--- config.mk ---
export PLATFORM = sky130hd
export DESIGN_NAME = io_command_sequencer
export DESIGN_NICKNAME = d
export VERILOG_FILES = /design/src/rtl/io_command_sequencer.sv
export SDC_FILE = /design/constraint.sdc
export NUM_CORES = 1
export LEC_CHECK = 0
export BUFFER_PORTS_ARGS = -buffer_cell sky130_fd_sc_hd__clkbuf_2
export CAP_MARGIN = 10
export CORE_MARGIN = 8
export CORE_UTILIZATION = 35
export CTS_CLUSTER_SIZE = 40
export DETAILED_ROUTE_END_ITERATION = 8
export HOLD_SLACK_MARGIN = 0.02
export MAX_ROUTING_LAYER = met4
export PLACE_DENSITY = 0.56
export SLEW_MARGIN = 40
export SYNTH_ARGS = -nofsm -noshare
export SYNTH_HDL_FRONTEND = slang
export SYNTH_SLANG_ARGS = --single-unit
export TNS_END_PERCENT = 50
--- constraint.sdc ---
create_clock -name clk -period 3.1 [get_ports clk]
set_clock_uncertainty 0.05 [all_clocks]
set_input_delay 0 -clock clk [delete_from_list [all_inputs] [get_ports clk]]
set_output_delay 0 -clock clk [all_outputs]
set_load 0.05 [all_outputs]
--- src/rtl/io_command_sequencer.sv ---
// io_command_sequencer
// Initiator side of the IO execution unit's instruction interface. Takes one
// command at a time from the control core and issues it to the IO unit as a
// single-cycle strobe. The operands stay on the IO unit's inputs until the
// next command is accepted. A start timeout and a per-command watchdog
// supervise the command, and the result comes back on a valid/ready
// response channel.
module io_command_sequencer #(
  parameter int          INSTRUCTION_SIZE = 3,
  parameter int          SIZE_WORD        = 5,
  parameter int          AUXILIAR_SIZE    = 44,
  parameter int          IO_OUTPUT_SIZE   = 8,
  parameter logic [43:0] ONE_SECOND_CLOCK = 44'h00007735940,
  parameter int          START_TIMEOUT    = 4,
  parameter int          WD_MARGIN        = 16
) (
  input  logic                        clk,
  input  logic                        rst,
  // command channel from the control core
  input  logic                        cmd_valid,
  output logic                        cmd_ready,
  input  logic [INSTRUCTION_SIZE-1:0] cmd_op,
  input  logic [SIZE_WORD-1:0]        cmd_reg,
  input  logic [AUXILIAR_SIZE-1:0]    cmd_aux,
  // instruction interface to the IO unit
  output logic [INSTRUCTION_SIZE-1:0] instrucction,
  output logic [SIZE_WORD-1:0]        register,
  output logic [AUXILIAR_SIZE-1:0]    auxiliar_register,
  output logic                        valid_instrucction,
  input  logic                        busy,
  input  logic                        valid_io,
  input  logic [IO_OUTPUT_SIZE-1:0]   result_input_io,
  // response channel to the control core
  output logic                        rsp_valid,
  input  logic                        rsp_ready,
  output logic [INSTRUCTION_SIZE-1:0] rsp_op,
  output logic [IO_OUTPUT_SIZE-1:0]   rsp_data,
  output logic [1:0]                  rsp_status,
  output logic [15:0]                 cmd_count
);

  localparam logic [2:0] IDLE       = 3'd0;
  localparam logic [2:0] ISSUE      = 3'd1;
  localparam logic [2:0] WAIT_START = 3'd2;
  localparam logic [2:0] WAIT_DONE  = 3'd3;
  localparam logic [2:0] DRAIN      = 3'd4;
  localparam logic [2:0] RESP       = 3'd5;

  localparam logic [1:0] STATUS_OK       = 2'b00;
  localparam logic [1:0] STATUS_START_TO = 2'b01;
  localparam logic [1:0] STATUS_WD_TO    = 2'b10;

  // Read opcodes: two single-pin reads and one parallel read.
  localparam logic [INSTRUCTION_SIZE-1:0] OP_READ_BIT_A = INSTRUCTION_SIZE'(4);
  localparam logic [INSTRUCTION_SIZE-1:0] OP_READ_BIT_B = INSTRUCTION_SIZE'(5);
  localparam logic [INSTRUCTION_SIZE-1:0] OP_READ_PAR   = INSTRUCTION_SIZE'(6);

  // The watchdog allows for the longest delay the aux operand can request,
  // plus two seconds of IO unit overhead and a small margin.
  localparam int          WD_W    = 48;
  localparam logic [47:0] WD_BASE = ({4'b0, ONE_SECOND_CLOCK} << 1) + WD_W'(WD_MARGIN);

  localparam int             ST_W    = $clog2(START_TIMEOUT + 1);
  localparam logic [ST_W-1:0] ST_LAST = ST_W'(START_TIMEOUT - 1);

  logic [2:0]                  state_q, state_d;
  logic [INSTRUCTION_SIZE-1:0] instr_q, instr_d;
  logic [SIZE_WORD-1:0]        reg_q, reg_d;
  logic [AUXILIAR_SIZE-1:0]    aux_q, aux_d;
  logic [WD_W-1:0]             wd_cnt_q, wd_cnt_d;
  logic [ST_W-1:0]             st_cnt_q, st_cnt_d;
  logic [ST_W-1:0]             st_inc;
  logic [IO_OUTPUT_SIZE-1:0]   rsp_data_q, rsp_data_d;
  logic [1:0]                  rsp_status_q, rsp_status_d;
  logic [15:0]                 cmd_count_q, cmd_count_d;
  logic [IO_OUTPUT_SIZE-1:0]   read_data;

  // Handshake and strobe outputs are decoded directly from the state.
  assign cmd_ready          = (state_q == IDLE);
  assign valid_instrucction = (state_q == ISSUE);
  assign rsp_valid          = (state_q == RESP);

  assign instrucction      = instr_q;
  assign register          = reg_q;
  assign auxiliar_register = aux_q;
  assign rsp_op            = instr_q;
  assign rsp_data          = rsp_data_q;
  assign rsp_status        = rsp_status_q;
  assign cmd_count         = cmd_count_q;

  assign st_inc = st_cnt_q + ST_W'(1);

  // Select the part of the IO unit result that the current opcode returns.
  // valid_io is deliberately not used: a read of 0 and a read of 1 look the
  // same on that line, so it cannot qualify the capture.
  always_comb begin
    read_data = '0;
    if (instr_q == OP_READ_PAR) begin
      read_data = result_input_io;
    end else if (instr_q == OP_READ_BIT_A || instr_q == OP_READ_BIT_B) begin
      read_data = IO_OUTPUT_SIZE'(result_input_io[0]);
    end
  end

  // Sequencer FSM: next-state and next-value logic for every register.
  // NOTE: every signal gets a default at the top so no path infers a latch.
  always_comb begin
    state_d      = state_q;
    instr_d      = instr_q;
    reg_d        = reg_q;
    aux_d        = aux_q;
    wd_cnt_d     = wd_cnt_q;
    st_cnt_d     = st_cnt_q;
    rsp_data_d   = rsp_data_q;
    rsp_status_d = rsp_status_q;
    cmd_count_d  = cmd_count_q;

    case (state_q)
      IDLE: begin
        if (cmd_valid && cmd_ready) begin
          instr_d = cmd_op;
          reg_d   = cmd_reg;
          aux_d   = cmd_aux;
          state_d = ISSUE;
        end
      end

      ISSUE: begin
        wd_cnt_d = WD_W'(aux_q) + WD_BASE;
        st_cnt_d = '0;
        state_d  = WAIT_START;
      end

      WAIT_START: begin
        // Only busy counts as a start, even if valid_io pulses first.
        if (busy) begin
          state_d = WAIT_DONE;
        end else begin
          st_cnt_d = st_inc;
          if (st_inc == ST_LAST) begin
            rsp_status_d = STATUS_START_TO;
            state_d      = RESP;
          end
        end
      end

      WAIT_DONE: begin
        if (busy) begin
          if (wd_cnt_q == '0) begin
            rsp_status_d = STATUS_WD_TO;
            state_d      = DRAIN;
          end else begin
            wd_cnt_d = wd_cnt_q - WD_W'(1);
          end
        end else begin
          rsp_status_d = STATUS_OK;
          rsp_data_d   = read_data;
          state_d      = RESP;
        end
      end

      // The IO unit cannot be aborted. Wait for it to go idle so that the
      // next command does not overlap the timed-out one.
      DRAIN: begin
        if (!busy) begin
          state_d = RESP;
        end
      end

      RESP: begin
        if (rsp_ready) begin
          state_d = IDLE;
          if (rsp_status_q == STATUS_OK) begin
            cmd_count_d = cmd_count_q + 16'd1;
          end
        end
      end

      default: state_d = IDLE;
    endcase
  end

  // State and datapath registers with synchronous reset.
  // NOTE: non-blocking assignments so every flop samples pre-edge values.
  always_ff @(posedge clk) begin
    if (rst) begin
      state_q      <= IDLE;
      instr_q      <= '0;
      reg_q        <= '0;
      aux_q        <= '0;
      wd_cnt_q     <= '0;
      st_cnt_q     <= '0;
      rsp_data_q   <= '0;
      rsp_status_q <= STATUS_OK;
      cmd_count_q  <= '0;
    end else begin
      state_q      <= state_d;
      instr_q      <= instr_d;
      reg_q        <= reg_d;
      aux_q        <= aux_d;
      wd_cnt_q     <= wd_cnt_d;
      st_cnt_q     <= st_cnt_d;
      rsp_data_q   <= rsp_data_d;
      rsp_status_q <= rsp_status_d;
      cmd_count_q  <= cmd_count_d;
    end
  end

endmodule

==> metrics.cfg, run 1 <==
[synth]
synthArstFlopShare_pct = 0
ys_seq_area_share_pct = 36.1
synth.avg_cell_area_sq_um = 7.47
synth_area_sq_um = 7310
synth_cells = 979
synth_nets = 1051
yosys_warnings = 0
synth_flop_cell = dfxtp_1
ys_ff_latch = 132
synthDistinctLibCells = 73
synth_edf_count = 0

[drt]
wl_mm = 23.7
drc = 0
vias_per_cell = 5.34
first_iter_violations = 531
num_vias = 7741
first_pass_iters = 6
wl_per_cell_um = 16.4
ant_nets = 0

[final_layout]
area_growth_pct = 30.0
num_antenna_cells = 0
nFillCells = 2087
drive_gt1_share_pct = 19.3
final_cell_mix = nand2_1 (164), clkbuf_2 (147), dfxtp_1 (132), a21oi_1 (114), nor2_1 (74)
layout.nets = 1233
layout_commonest_cell = nand2_1

[sta]
rsz0062_at_grt = no
min_period_over_period_pct = 88.6
setup_viol = 0
setup_slack_ps = 354
relSlewSlack_pct = 45.1
min_period_ps = 2750
hold_viol_final = 0
fmax_ghz = 0.364
maxSlewViolCount = 0
fin_setup_tns_ps = 0
tightest_slew_ps = 824

[status]
status = completed

[placed_design]
pre_cts_ws_ps = 378
hpwl_mm = 16.2
io_buffers = 148
gp_congestion = 0.892

[worst_setup_path]
worstSetupEndpointType = register
critPathArrivalTime_ps = 3050
cp_max_fo = 7
cp-start-kind = register
required_ps = 3400
critPathKind = register to register

[floorplan]
die_w_um = 161
fp.dieArea_sq_um = 25800
fp-row-count = 53
io_pins = 150
start_util_pct = 35.2
core_sq_um = 20800
die_height_um = 161

[power_and_ir_drop]
power_leakage_nw = 3.66
p_total_mw = 7.82
p_per_area_nw_per_um2 = 823
ir_drop_mv = 0.414

[clocking]
clock_path_buffers = 2
cts_htree_levels = 4
cts_tree = built
cts_sinks = 132
clk_pin_slew_ps = 60
cts_resized = 0
cts_root_buf = clkbuf_16
postCtsSetupBuffers = 0
cts_buffers = 17
clk-insertion-delay-late_ps = 430

[grt]
grt_max_degree = 76
track_usage_pct = 18.7
grt_pass1_wl_mm = 39.1
grt_pass1_vias = 7379
grt_overflow = 0
antenna_found_initial = 0

[hold_path]
hold_path_class = input pin to register

[run]
maxCapViolCount = 0

[metrics by stage]
stage / cell area [sq um] / util, % / cells / hold WS, ps
after CTS: 9510 / 45.8 / 1449 / 50.1
after floorplan: 7310 / - / 979 / 86.0
after global routing: 9510 / 45.8 / 1449 / 78.3
after detailed placement: 8340 / 40.2 / 1357 / 179
final: 9510 / 45.8 / 1449 / 57.5
after global placement: 8330 / 40.1 / 1356 / 174
[worst max-delay path: stages (launching register included)]
cell      delay [ps]
dfxtp_1          330
inv_1            120
ha_1             220
or3b_2           550
or3_1            490
or4_1            470
or3_1            310
a21boi_1         140
[registers in the layout, indices dropped and copies added (netlist names)]
| signal | count |
|---|---|
| cmd_count | 16 |
| wd_cnt_q | 48 |
| register | 5 |
| auxiliar_register | 44 |
| state_q | 3 |
| rsp_status | 2 |
| st_cnt_q | 3 |
| rsp_data | 8 |
| instrucction | 3 |
[area by class of cell]
type                            count  area, sq um  share of cell area, %
Sequential cell                   132         2640                   27.8
Inverter                           15         56.3                  0.592
Timing Repair Buffer              230         1530                   16.1
Clock inverter                     13          115                   1.21
Clock buffer                       19          453                   4.76
Multi-Input combinational cell    765         4360                   45.9
Tap cell                          275          344                   3.62
[repair_timing]
item                                    in CTS  in global routing
hold buffers                                60                  0
endpoints found under the setup margin       0                  0
hold endpoints to repair                    60                  0
[routing by layer]
layer,vias up,share of wire [%],GRT usage [%]
met5,-,0,-
met4,0,1.5,5.31
met3,24,5.5,3.84
met2,245,45,27.6
met1,3564,48,25.4
li1,3908,-,-
[worst paths after layout]
kind	endpoint	slack, ps	cells after the start	start
max	wd_cnt_q[46]	350	7	wd_cnt_q[0]
min	rsp_status[0]	60	4	busy
max reg2reg	wd_cnt_q[46]	350	7	wd_cnt_q[0]
min reg2reg	register[2]	400	2	register[2]
[where the power goes]
| part | switching (mW) | internal, mW | total (mW) | leakage, nW |
|---|---|---|---|---|
| Combinational | 2.35 | 1.14 | 3.49 | 2.31 |
| Sequential | 0.407 | 1.97 | 2.38 | 1.08 |
| Clock | 0.861 | 1.09 | 1.95 | 0.271 |
| Total | 3.62 | 4.20 | 7.82 | 3.66 |
[synth_stat cells (all sizes together), types with 8 or more instances]
master	number	share of area, %
nand3	31	2.1
nor4	25	2.9
o21ai	78	5.3
a31oi	19	1.6
o21a	10	1.0
nor3	37	2.8
or3	17	1.5
buf	13	0.98
clkbuf	54	2.8
nor2	76	3.9
a21oi	115	7.9
inv	13	0.67
xor2	16	1.9
xnor2	21	2.5
and3	10	0.86
dfxtp	132	36
nand4	16	1.6
o211ai	8	0.82
nand2b	10	0.86
a211oi	11	1.2
nand2	166	8.6
[cell families after synthesis]
group / synth area share (%)
xor gates and xnor gates: 4.43
AOI/OAI and AO/OA: 24.4
buffers and inverters: 4.52
and+or+nand+nor: 28.9
DFF: 36.1
adders and majority gates: 1.03
muxes: 0.548
Note: power is estimated with default switching activity, not from simulation.
==> run 2: changes to the inputs <==
Settings changed: CORE_UTILIZATION 35 to 30, PLACE_DENSITY 0.56 to 0.5.
==> run 2 against run 1 <==
  * Register-to-register slack barely moved
  * Hold slack worse by 28 ps
  * Sequential power about the same
  * Power grew 1.4%
  * First-iteration DRC count rose by 1.1%
==> metrics.cfg, run 2 (synthesized netlist as in run 1, its figures left out) <==
[status]
status = completed

[drt]
num_vias = 7911  ; +2.2%
vias_per_cell = 5.19  ; -2.8%
ant_nets = 0  ; unchanged
drc = 0  ; unchanged
wl_per_cell_um = 16.4  ; about the same
first_pass_iters = 5  ; -1
wl_mm = 25.0  ; +5.2%
first_iter_violations = 537  ; +1.1%

[worst_setup_path]
cp_max_fo = 7  ; unchanged
worstSetupEndpointType = register
worstSetupStartpoint = wd_cnt_q[0]
cp-start-kind = register
critPathKind = register to register
critPathArrivalTime_ps = 3050  ; about the same
required_ps = 3410  ; about the same
r2r_start = wd_cnt_q[0]
r2r_slack_ps = 360  ; about the same

[final_layout]
drive_gt1_share_pct = 19.5  ; +0.16 points
largest_register_ffs = 48  ; unchanged
layout_commonest_cell = nand2_1
finalInstanceArea_sq_um = 9810  ; +3.1%
area_growth_pct = 34.1
num_antenna_cells = 0  ; unchanged
layout.nets = 1259  ; +2.1%
top_register = wd_cnt_q
final_cell_mix = nand2_1 (164), clkbuf_2 (147), dfxtp_1 (132), a21oi_1 (114), dlygate4sd3_1 (78)
finalCoreUtilization_pct = 40.7  ; -5.1 points
nFillCells = 2536  ; +22%

[power_and_ir_drop]
p_per_area_nw_per_um2 = 809  ; -1.7%
ir_drop_mv = 0.492  ; +19%
power_leakage_nw = 3.81  ; +4.0%

[clocking]
cts_buffers = 17  ; unchanged
cts_resized = 0  ; unchanged
cts_root_buf = clkbuf_16
cts_htree_levels = 4  ; unchanged
clock_path_buffers = 2  ; unchanged
cts_sinks = 132  ; unchanged
clk-insertion-delay-late_ps = 430  ; about the same
cts_tree = built
clk_pin_slew_ps = 60  ; about the same

[grt]
grtUsageMet3_pct = 2.76  ; -1.1 points
track_usage_pct = 17.4  ; -1.3 points
grt_pass1_wl_mm = 40.8  ; +4.2%
grt_max_degree = 57  ; -25%
grtUsageMet2_pct = 25.6  ; -2.0 points
antenna_found_initial = 0  ; unchanged
grt_pass1_vias = 7607  ; +3.1%
grt_overflow = 0  ; unchanged
grt.busiest_layer = met2
grt_use_met1_pct = 24.2  ; -1.2 points

[hold_path]
hold_path_class = input pin to register
hp-start = cmd_valid

[sta]
relSlewSlack_pct = 49.6  ; +4.5 points
min_period_over_period_pct = 88.4  ; -0.17 points
rsz0062_at_grt = no
setup_slack_ps = 360  ; +5.40 ps
fin_setup_tns_ps = 0  ; unchanged
setup_viol = 0  ; unchanged
tightest_slew_ps = 749  ; -74.9 ps
finalHoldWorstSlack_ps = 29.9  ; -27.6 ps
maxSlewViolCount = 0  ; unchanged
fmax_ghz = 0.365  ; +0.20%
hold_viol_final = 0  ; unchanged
min_period_ps = 2740  ; -5.41 ps

[floorplan]
fp-row-count = 57  ; +7.5%
core_sq_um = 24100  ; +16%
die_height_um = 172  ; +7.2%
die_w_um = 172  ; +7.2%
start_util_pct = 30.3  ; -4.9 points
io_pins = 150  ; unchanged
fp.dieArea_sq_um = 29600  ; +15%

[placed_design]
hpwl_mm = 17.4  ; +7.1%
placed_area_sq_um = 8470  ; +1.6%
pre_cts_ws_ps = 393  ; +15.0 ps
gp_congestion = 0.858  ; -3.8%
io_buffers = 148  ; unchanged

[run]
maxCapViolCount = 0  ; unchanged

## run 2: path summary, 6_finish.rpt
check                       to  depth (start not counted)
hold / removal      state_q[1]                          4
setup / recovery  wd_cnt_q[46]                          7
hold reg to reg    register[0]                          2
setup reg to reg  wd_cnt_q[46]                          7
## run 2: final cells by class
| class | count | area [sq um] | share of cell area (%) |
|---|---|---|---|
| inverters | 15 | 56.3 | 0.574 |
| clock inverters | 14 | 116 | 1.19 |
| multi-input cells | 765 | 4360 | 44.4 |
| repair buffers | 256 | 1790 | 18.2 |
| clock buffers | 18 | 439 | 4.48 |
| flip-flops and latches | 132 | 2640 | 26.9 |
| well taps | 324 | 405 | 4.13 |
## run 2: worst max-delay path, stage by stage (launching register included)
cell	delay, ps
dfxtp_1	330
inv_1	130
ha_1	230
or3b_2	550
or3_1	470
or4_1	460
or3_1	320
a21boi_1	130
## run 2: report_power, final
group | internal, mW | switching [mW]
Sequential | 1.97 | 0.410
Clock | 1.06 | 0.867
Combinational | 1.21 | 2.41
Total | 4.25 | 3.68
## run 2: routing by layer
metal / up-vias / routed length (um) / share of wire, %
li1: 3973 / - / -
met3: 28 / 1100 / 4.4
met4: 0 / 423 / 1.7
met1: 3677 / 12200 / 49
met2: 233 / 11300 / 45
met5: - / 0 / 0
## run 2: per-stage QoR
step | std cells | total power, mW
2_1_floorplan | 979 | 4.83
3_3_place_gp | 1412 | 5.87
3_5_place_dp | 1414 | 5.90
4_1_cts | 1524 | 7.97
5_1_grt | 1524 | 8.46
6_report | 1524 | 7.93
## run 2: what timing repair did
action                                 4_1_cts  5_1_grt
hold buffers                                78        0
endpoints found under the hold margin       75        0
buffers inserted                             0        0
